File: config.mk
export PLATFORM = sky130hd
export DESIGN_NAME = leaf_stream_tx
export DESIGN_NICKNAME = d
export VERILOG_FILES = /design/src/rtl/leaf_stream_tx.sv
export SDC_FILE = /design/constraint.sdc
export NUM_CORES = 1
export LEC_CHECK = 0
export CAP_MARGIN = 20
export CORE_ASPECT_RATIO = 1.4
export CORE_MARGIN = 2
export CORE_UTILIZATION = 41
export DETAILED_ROUTE_END_ITERATION = 8
export GPL_ROUTABILITY_DRIVEN = 0
export GPL_TIMING_DRIVEN = 1
export PLACE_DENSITY = 0.8
export REMOVE_ABC_BUFFERS = 1
export SYNTH_ARGS = -nofsm -noshare
export SYNTH_HDL_FRONTEND = slang
export SYNTH_SLANG_ARGS = --single-unit
File: constraint.sdc
create_clock -name ap_clk -period 4.27 [get_ports ap_clk]
set_input_delay 0.6405 -clock ap_clk [delete_from_list [all_inputs] [get_ports ap_clk]]
set_output_delay 0.6405 -clock ap_clk [all_outputs]
set_load 0.05 [all_outputs]
File: src/rtl/leaf_stream_tx.sv
`default_nettype none
// ============================================================================
// leaf_stream_tx : credit-controlled packetizer, 32-bit stream -> 49-bit BFT
// Rev 1.0
// ============================================================================
module leaf_stream_tx #(
  parameter int PACKET_BITS        = 49,
  parameter int PAYLOAD_BITS       = 32,
  parameter int NUM_LEAF_BITS      = 4,
  parameter int NUM_PORT_BITS      = 4,
  parameter int NUM_BRAM_ADDR_BITS = 7,
  parameter int MY_LEAF            = 3,
  parameter int MY_PORT            = 1
) (
  input  logic                          ap_clk,
  input  logic                          ap_rst_n,
  input  logic                          ap_start,
  input  logic [NUM_LEAF_BITS-1:0]      dest_leaf,
  input  logic [NUM_PORT_BITS-1:0]      dest_port,
  input  logic [PAYLOAD_BITS-1:0]       Input_V_TDATA,
  input  logic                          Input_V_TVALID,
  output logic                          Input_V_TREADY,
  input  logic [PACKET_BITS-1:0]        din_leaf_bft2interface,
  output logic [PACKET_BITS-1:0]        dout_leaf_interface2bft,
  input  logic                          resend,
  output logic [NUM_BRAM_ADDR_BITS:0]   credits,
  output logic                          idle
);

  localparam int CREDIT_BITS = NUM_BRAM_ADDR_BITS + 1;
  localparam int VALID_BIT   = PACKET_BITS - 1;
  localparam int LEAF_LSB    = VALID_BIT - NUM_LEAF_BITS;
  localparam int PORT_LSB    = LEAF_LSB - NUM_PORT_BITS;
  localparam logic [CREDIT_BITS-1:0] DEPTH     = CREDIT_BITS'(1 << NUM_BRAM_ADDR_BITS);
  localparam logic [CREDIT_BITS:0]   DEPTH_EXT = (CREDIT_BITS+1)'(1 << NUM_BRAM_ADDR_BITS);

  logic [NUM_BRAM_ADDR_BITS-1:0] addr;
  logic [PACKET_BITS-1:0]        dout_next;
  logic [CREDIT_BITS-1:0]        credits_next;
  logic [CREDIT_BITS-1:0]        inc;
  logic [CREDIT_BITS:0]          credit_sum;
  logic                          hold;
  logic                          accept;
  logic                          update_hit;
  logic                          unused_din_bits;

  // A rejected packet must stay on the wire, so nothing new may be taken.
  assign hold           = dout_leaf_interface2bft[VALID_BIT] & resend;
  assign Input_V_TREADY = ap_rst_n & ap_start & (credits != '0) & ~hold;
  assign accept         = Input_V_TVALID & Input_V_TREADY;

  // Freespace updates arrive on the control port (0) tagged with our port index.
  assign update_hit =
      din_leaf_bft2interface[VALID_BIT] &
      (din_leaf_bft2interface[LEAF_LSB +: NUM_LEAF_BITS] == NUM_LEAF_BITS'(MY_LEAF)) &
      (din_leaf_bft2interface[PORT_LSB +: NUM_PORT_BITS] == '0) &
      (din_leaf_bft2interface[PAYLOAD_BITS-1 -: NUM_PORT_BITS] == NUM_PORT_BITS'(MY_PORT));

  assign inc = update_hit ? din_leaf_bft2interface[CREDIT_BITS-1:0] : '0;

  assign credit_sum   = {1'b0, credits} + {1'b0, inc} - (CREDIT_BITS+1)'(accept);
  assign credits_next = (credit_sum > DEPTH_EXT) ? DEPTH : credit_sum[CREDIT_BITS-1:0];

  assign unused_din_bits = ^{din_leaf_bft2interface[PORT_LSB-1:PAYLOAD_BITS],
                             din_leaf_bft2interface[PAYLOAD_BITS-NUM_PORT_BITS-1:CREDIT_BITS]};

  always_comb begin
    dout_next = dout_leaf_interface2bft;
    if (accept) begin
      dout_next = {1'b1, dest_leaf, dest_port, addr, 1'b0, Input_V_TDATA};
    end else if (!hold) begin
      dout_next[VALID_BIT] = 1'b0;
    end
  end

  always_ff @(posedge ap_clk or negedge ap_rst_n) begin
    if (!ap_rst_n) begin
      dout_leaf_interface2bft <= '0;
      credits                 <= DEPTH;
      addr                    <= '0;
    end else begin
      dout_leaf_interface2bft <= dout_next;
      credits                 <= credits_next;
      if (accept) begin
        addr <= addr + 1'b1;
      end
    end
  end

  assign idle = ~dout_leaf_interface2bft[VALID_BIT] & (credits == DEPTH);

endmodule
`default_nettype wire

==> results of run 1 <==
cells in the mapped netlist:
library cell | number | area, sq um
sky130_fd_sc_hd__a21oi_2 | 2 | 17.5
sky130_fd_sc_hd__buf_2 | 1 | 5.00
sky130_fd_sc_hd__nand3_1 | 6 | 30.0
sky130_fd_sc_hd__nor3b_1 | 3 | 22.5
sky130_fd_sc_hd__dfrtp_1 | 62 | 1550
sky130_fd_sc_hd__buf_6 | 7 | 78.8
sky130_fd_sc_hd__a21boi_0 | 1 | 7.51
sky130_fd_sc_hd__xor2_1 | 4 | 35.0
sky130_fd_sc_hd__nor2_1 | 6 | 22.5
sky130_fd_sc_hd__a32oi_2 | 1 | 16.3
sky130_fd_sc_hd__nor2b_2 | 1 | 8.76
sky130_fd_sc_hd__nor3_1 | 4 | 20.0
sky130_fd_sc_hd__and4_1 | 1 | 8.76
sky130_fd_sc_hd__nand4_1 | 3 | 18.8
sky130_fd_sc_hd__a211o_1 | 1 | 8.76
sky130_fd_sc_hd__and2_1 | 1 | 6.26
sky130_fd_sc_hd__o311ai_2 | 1 | 16.3
sky130_fd_sc_hd__o221a_1 | 1 | 11.3
sky130_fd_sc_hd__o21ai_0 | 1 | 5.00
sky130_fd_sc_hd__or2_2 | 1 | 6.26
sky130_fd_sc_hd__nand2_1 | 16 | 60.1
sky130_fd_sc_hd__nor3b_2 | 1 | 12.5
sky130_fd_sc_hd__mux2_2 | 4 | 45.0
sky130_fd_sc_hd__fa_1 | 1 | 20.0
sky130_fd_sc_hd__dfstp_2 | 1 | 26.3
sky130_fd_sc_hd__ha_1 | 17 | 213
sky130_fd_sc_hd__xnor2_1 | 6 | 52.6
sky130_fd_sc_hd__nand2b_2 | 1 | 8.76
sky130_fd_sc_hd__xor2_2 | 1 | 16.3
sky130_fd_sc_hd__nor4b_1 | 2 | 17.5
sky130_fd_sc_hd__o31a_1 | 1 | 8.76
sky130_fd_sc_hd__inv_1 | 27 | 101
sky130_fd_sc_hd__a21o_1 | 5 | 37.5
sky130_fd_sc_hd__mux2_4 | 44 | 661
sky130_fd_sc_hd__buf_4 | 1 | 7.51
sky130_fd_sc_hd__conb_1 | 1 | 3.75
sky130_fd_sc_hd__and3_1 | 2 | 12.5
sky130_fd_sc_hd__or2_4 | 1 | 8.76
sky130_fd_sc_hd__or4_1 | 1 | 7.51
sky130_fd_sc_hd__a21oi_1 | 6 | 30.0
sky130_fd_sc_hd__nor4_2 | 1 | 12.5
layout make-up:
class / count / area, sq um
Fill cell: 603 / 2950
Sequential cell: 63 / 1580
Multi-Input combinational cell: 149 / 1490
Timing Repair Buffer: 134 / 1310
Clock buffer: 10 / 128
Tap cell: 100 / 125
Inverter: 27 / 101
Clock inverter: 6 / 61.3
critical path, stage by stage:
cell	delay, ns
sky130_fd_sc_hd__clkdlybuf4s50_1	0.39
sky130_fd_sc_hd__or4_1	0.51
sky130_fd_sc_hd__nor4b_1	0.25
sky130_fd_sc_hd__and4_1	0.25
sky130_fd_sc_hd__nand2_1	0.07
sky130_fd_sc_hd__ha_1	0.27
sky130_fd_sc_hd__inv_1	0.06
sky130_fd_sc_hd__ha_1	0.16
sky130_fd_sc_hd__inv_1	0.06
sky130_fd_sc_hd__fa_1	0.37
sky130_fd_sc_hd__nand2b_2	0.21
sky130_fd_sc_hd__a21oi_2	0.17
sky130_fd_sc_hd__a21oi_1	0.09
sky130_fd_sc_hd__o221a_1	0.26
sky130_fd_sc_hd__o31a_1	0.33
sky130_fd_sc_hd__nor3b_2	0.15
per-stage QoR:
step,setup WS (ns),hold WS [ns]
final,0.292,0.480
after floorplan,-0.828,0.345
after CTS,0.302,0.483
after global placement,0.0410,0.458
after global routing,0.0754,0.510
after detailed placement,-0.0380,0.471
kinds of logic after synthesis:
family | after synthesis
AO/OA/AOI/OAI | 20
XOR/XNOR | 11
adder cells (fa/ha/maj) | 18
buffers and inverters | 36
flip-flops | 63
multiplexers | 48
other | 1
AND/OR/NAND/NOR | 51
worst min path at each step:
stage / end / slack [ns]
final: addr[6] / 0.48
after global placement: addr[6] / 0.46
after CTS: addr[6] / 0.48
after floorplan: addr[0] / 0.34
after detailed placement: addr[6] / 0.47
after global routing: addr[6] / 0.51
layer usage:
layer / routed length, microns / track usage / vias to the layer above
li1: - / - / 1118
met1: 2590 / 0.183 / 1130
met2: 4030 / 0.326 / 73
met3: 329 / 0.0542 / 20
met4: 269 / 0.102 / 0
met5: 0 / 0 / -
sequential cells by signal (all words and copies together), names as in the netlist:
name and count:
addr 7, credits 8, dout_leaf_interface2bft 48
power by group through the flow:
stage	sequential [mW]	clock [mW]	combinational, mW
after floorplan	1.86	0	0.961
after global placement	1.02	0	2.60
after detailed placement	1.03	0	2.64
after CTS	1.03	0.508	2.65
after global routing	1.06	0.545	2.78
final	1.02	0.490	2.62
==> results.txt, run 1 <==
----------------------------------------------------
[Timing]
  Layout Skew ... roughly 0.005 ns
  Number of slew-limit violations in the final report ... 0
  RSZ-0062 raised after global routing ... false
  Shortest period the worst path allows ... just under 4 ns
  Period utilisation layout ... 0.932
  Timing-limited maximum frequency ... 251 MHz
  Max-Slew Margin vs Limit ... 0.398
  Final count of hold timing violations ... 0
  Setup TNS Final ... 0 ns
  Count of final setup violators ... 0
  Worst-Margin Slew ... 0.902 ns

[Worst setup path]
  Required time at the worst-slack endpoint ... 4.53 ns
  Worst R2R Setup Slack ... between 0.8 and 0.9 ns
  Largest fanout on the critical path ... 2
  Crit path from ... din_leaf_bft2interface[40]
  Critical Path Sink ... credits[0]
  Crit path arrival time ... 4.24 ns
  Crit Reg-Reg Endpoint ... credits[0]
  Crit path launch type ... input pin
  Depth of the worst register-to-register path ... 14
  Worst flop-to-flop path startpoint ... credits[6]
  Worst Path Class, Setup ... input pin to flip-flop
  Type of element capturing the critical path ... flip-flop

[Logic synthesis]
  Share of the synthesized area in compound gates (AO/OA/AOI/OAI) ... 0.0488
  Largest family of logic cells by synthesized area ... multiplexers
  Syn. warnings ... 0
  Xor and xnor area share after synthesis ... 0.0319
  Basic-gate share of the synthesized area counting and, or, nand and nor cells ... 0.0871
  Number of distinct library cells after synthesis ... 41
  Proportion of synthesized area in mux cells ... 0.217
  Synthesized area ... 3260 sq um
  Synthesized-area fraction occupied by adder cells ... 0.0714
  Mean instance size in the synthesized netlist ... ~13 sq um
  Synthesized instance count ... roughly 250
  Flop and latch count out of synthesis ... between 60 and 70
  Sequential share of the synthesized area ... 0.484

[Final layout]
  Most frequent cells in the layout ... sky130_fd_sc_hd__clkdlybuf4s50_1, sky130_fd_sc_hd__dfrtp_1, sky130_fd_sc_hd__mux2_4
  Layout net count ... 496
  Fin cells ... 489
  Diode insertion count for antenna repair ... 0
  Layout cell share with drive strength beyond 1 ... 0.226
  Most common cell after layout, fill and taps aside ... sky130_fd_sc_hd__clkdlybuf4s50_1
  Finished Core Util ... 0.619
  Post-synthesis to final-layout area growth ... 47.1%
  Final instance area ... 4800 sq um

[Route]
  Starting DRT DRC Count ... 75
  Routed wire length ... 7230 microns
  Number of nets with antenna violations after routing ... 0
  1st-pass router iterations ... 4
  Vias per inst ... 4.79
  Count of vias placed by the detailed router ... between 2,000 and 2,500
  DRC ... 0
  Routed len/inst ... 14.8 microns

[Clock network]
  Hold-fix buffers, CTS ... 0
  Maximum level of the CTS H-tree ... 3
  CTS tree ... yes
  Count of clock tree sinks ... 63
  TritonCTS Buffers ... 9
  Root buffer selected by CTS ... sky130_fd_sc_hd__clkbuf_8
  Clock latency reported for the late side of the worst-skew pair ... 0.33 ns
  Post-CTS repair timing setup buffer count ... 0
  Clock slew at reported path FFs ... 0.07 ns
  Post-cts sizing count ... 0
  CTS max path bufs ... 2

[Power and ir drop]
  Static Leakage ... 2.16 nW
  Worst supply voltage drop on vdd ... 517 uV
  Power per standard cell area ... between 800 and 900 nW/um^2
  Power spent charging and discharging nets ... between 1.5 and 2 mW
  Tot Pwr ... 4.14 mW
  Pint ... 2.24 mW
  Register share of total power ... 0.247
  Logic pwr share ... 0.634
  Fraction of power spent switching nets ... 0.457
  Share of total power in the clock network ... 0.118

[Flow run]
  Max_cap viols ... 0

[Floorplanning]
  X dimension of the die ... 79.4 microns
  Top-level port count ... about 150
  Die outline area ... 8690 sq um
  Floorplan die height ... 109 microns
  Starting utilization of the core area ... 0.421
  Num rows ... 38
  Core area ... 7750 sq um

[Global routing]
  Initial antenna violation count ... 0
  Overflow after GRT ... 0
  Via count of the first global-routing pass ... 2,534
  Wire length of the first global-routing pass ... 11,800 microns
  Largest net degree at the start of global routing ... 64
  Overall global routing resource usage ... 0.180

[Place]
  Placed cell areas ... 4610 sq um
  Total placed cells including tap cells ... about 470
  IO Port Bufs ... 123
  Detail Placement HPWL ... 5610 microns

[Hold path]
  Worst Hold Class ... flip-flop to flip-flop
  Hold Crit Start ... addr[6]
  Hold depth ... 1

[Status]
  Outcome ... finished clean

----------------------------------------------------
Power figures use the tool's default switching activity.
==> run 2, diff against run 1 <==
TNS_END_PERCENT = 50   (was default)
==> results of run 2 <==
Final layout, timing and power as in run 1 (identical DEF).
==> run 3, diff against run 2 <==
CORE_ASPECT_RATIO = 0.5   (was 1.4)
==> run 3 against run 2 <==
Clock skew is 0.0011 ns lower. Register-to-register slack improved by 0.05 ns. Die area grew 0.38%. Maximum frequency fell by 0.50%. Setup slack worse by 0.020 ns. Global-route usage is 0.85 points higher. Largest cell class unchanged.
==> results.txt, run 3 (same netlist as run 1, synthesis figures left out) <==
----------------------------------------------------
[Worst setup path]
  Crit path launch type ... input pin
  CP Cell Sequence ... clkdlybuf4s50_1, or4_1, nor4b_2, and4_1, nand2_1, ha_1, inv_1, ha_1, inv_1, fa_1, nand2b_2, a21oi_2, a21oi_1, o221a_1, o31a_1, nor3b_2
  Largest fanout on the critical path ... 2 (unchanged)
  Required time at the worst-slack endpoint ... 4.51 ns (-0.02 ns)
  Critical Path Slowest Stage Cell ... sky130_fd_sc_hd__or4_1
  Worst Path Class, Setup ... input pin to flip-flop
  Max incr delay on CP ... 0.53 ns (+0.02 ns)
  Type of element capturing the critical path ... flip-flop
  Crit path arrival time ... 4.24 ns (about the same)

[Clock network]
  Hold-fix buffers, CTS ... 0 (unchanged)
  Post-CTS repair timing setup buffer count ... 0 (unchanged)
  Clock slew at reported path FFs ... 0.05 ns (-0.02 ns)
  CTS tree ... yes
  Maximum level of the CTS H-tree ... 3 (unchanged)
  Clock latency reported for the late side of the worst-skew pair ... 0.32 ns (about the same)
  TritonCTS Buffers ... 9 (unchanged)
  CTS max path bufs ... 2 (unchanged)
  Count of clock tree sinks ... 63 (unchanged)
  Root buffer selected by CTS ... sky130_fd_sc_hd__clkbuf_16

[Floorplanning]
  Core area ... 7510 sq um (-3.0%)
  Num rows ... 22 (-42%)
  Starting utilization of the core area ... 0.434 (+0.0132)
  X dimension of the die ... 130 microns (+64%)
  Floorplan die height ... 67.0 microns (-39%)
  Die outline area ... 8720 sq um (+0.38%)
  Top-level port count ... 153 (unchanged)

[Power and ir drop]
  Pint ... 2.38 mW (+5.8%)
  Worst supply voltage drop on vdd ... 387 uV (-25%)
  Power spent charging and discharging nets ... 1.92 mW (+1.7%)
  Static Leakage ... 2.20 nW (+1.5%)
  Logic pwr share ... 0.608 (-0.026)
  Register share of total power ... 0.242 (-0.005)
  Tot Pwr ... 4.30 mW (+4.0%)
  Fraction of power spent switching nets ... 0.447 (-0.00985)
  Share of total power in the clock network ... 0.150 (+0.032)
  Power per standard cell area ... 882 nW/um^2 (+2.2%)

[Route]
  Number of nets with antenna violations after routing ... 0 (unchanged)
  Starting DRT DRC Count ... 82 (+9.3%)
  Count of vias placed by the detailed router ... 2,310 (-1.3%)
  1st-pass router iterations ... 4 (unchanged)
  Vias per inst ... 4.67 (-2.5%)
  DRC ... 0 (unchanged)
  Routed len/inst ... 15.7 microns (+6.2%)
  Routed wire length ... 7770 microns (+7.5%)

[Final layout]
  Most common cell after layout, fill and taps aside ... sky130_fd_sc_hd__clkdlybuf4s50_1
  Post-synthesis to final-layout area growth ... 49.6%
  Fin cells ... 495 (+1.2%)
  Layout cell share with drive strength beyond 1 ... 0.225 (-0.00141)
  Finished Core Util ... 0.649 (+0.0302)
  Most frequent cells in the layout ... sky130_fd_sc_hd__clkdlybuf4s50_1, sky130_fd_sc_hd__dfrtp_1, sky130_fd_sc_hd__mux2_4
  Diode insertion count for antenna repair ... 0 (unchanged)
  Largest register by flop count ... dout_leaf_interface2bft
  Layout net count ... 495 (-0.20%)
  Number of flip-flops in the largest register ... 48 (unchanged)
  Regs by FF count ... dout_leaf_interface2bft (48), credits (8), addr (7)

[Place]
  IO Port Bufs ... 123 (unchanged)
  Total placed cells including tap cells ... 480 (+1.5%)
  Detail Placement HPWL ... 5800 microns (+3.4%)

[Global routing]
  Largest net degree at the start of global routing ... 64 (unchanged)
  Overflow after GRT ... 0 (unchanged)
  Overall global routing resource usage ... 0.189 (+0.00850)
  Wire length of the first global-routing pass ... 12,400 microns (+5.1%)
  Via count of the first global-routing pass ... 2,498 (-1.4%)
  Initial antenna violation count ... 0 (unchanged)

[Timing]
  Period utilisation layout ... 0.936 (+0.00466)
  Setup TNS Final ... 0 ns (unchanged)
  Worst-case hold slack ... 0.501 ns (+0.0205 ns)
  Shortest period the worst path allows ... 4.00 ns (+0.0199 ns)
  Timing-limited maximum frequency ... 250 MHz (-0.50%)
  Count of final setup violators ... 0 (unchanged)
  RSZ-0062 raised after global routing ... false
  Final count of hold timing violations ... 0 (unchanged)
  Number of slew-limit violations in the final report ... 0 (unchanged)
  Max-Slew Margin vs Limit ... 0.401 (+0.00224)
  Layout Skew ... 0.00391 ns (-0.00108 ns)
  Worst-Margin Slew ... 0.899 ns (-0.00337 ns)

[Status]
  Outcome ... finished clean

[Hold path]
  Worst Hold Class ... flip-flop to flip-flop

[Flow run]
  Max_cap viols ... 0 (unchanged)

----------------------------------------------------
==> run 3: layer usage <==
metal,vias up,track usage,share of wire
met1,1141,0.212,0.39
met3,12,0.0530,0.028
met2,41,0.353,0.56
met5,-,0,0
li1,1116,-,-
met4,0,0.0565,0.019
==> run 3: power groups by stage <==
stage / clock (mW) / sequential (mW) / combinational, mW
global placement: 0 / 1.02 / 2.57
detailed placement: 0 / 1.04 / 2.62
finish: 0.644 / 1.04 / 2.62
floorplan: 0 / 1.86 / 0.961
global route: 0.695 / 1.07 / 2.76
CTS: 0.658 / 1.04 / 2.63
==> run 3: area by class of cell <==
type / count / area [sq um]
fill: 571 / 2640
inverter: 27 / 101
clock buffer: 11 / 243
sequential: 63 / 1580
tap: 108 / 135
multi-input combinational: 149 / 1500
timing repair buffer: 133 / 1300
clock inverter: 4 / 22.5
==> run 3: metrics by stage <==
stage	setup slack (ns)	instance area [sq um]
2_1_floorplan	-0.828	3170
3_5_place_dp	-0.0936	4610
6_report	0.272	4880
3_3_place_gp	-0.00367	4610
4_1_cts	0.243	4870
5_1_grt	0.0562	4880
==> run 3: path summary, 6_finish.rpt <==
path | slack, ns | end | start | depth (start not counted)
max | 0.27 | credits[0] | din_leaf_bft2interface[40] | 16
min | 0.50 | addr[6] | addr[6] | 1
max reg2reg | 0.93 | credits[0] | credits[6] | 14
min reg2reg | 0.50 | addr[6] | addr[6] | 1
max in group asynchronous | 3.25 | dout_leaf_interface2bft[41] | ap_rst_n | 2
min in group asynchronous | 0.51 | addr[1] | ap_rst_n | 2
==> run 3: critical path, delay by kind of cell <==
kind / cells / cell delay (ns)
adder cells (fa/ha/maj): 3 / 0.81
AND/OR/NAND/NOR: 6 / 1.45
buffers and inverters: 3 / 0.51
AO/OA/AOI/OAI: 4 / 0.83
==> run 3: what timing repair did <==
item | 4_1_cts | 5_1_grt
endpoints found under the hold margin | 0 | 0
gates resized for setup | 0 | 1
setup endpoints to repair | 0 | 2
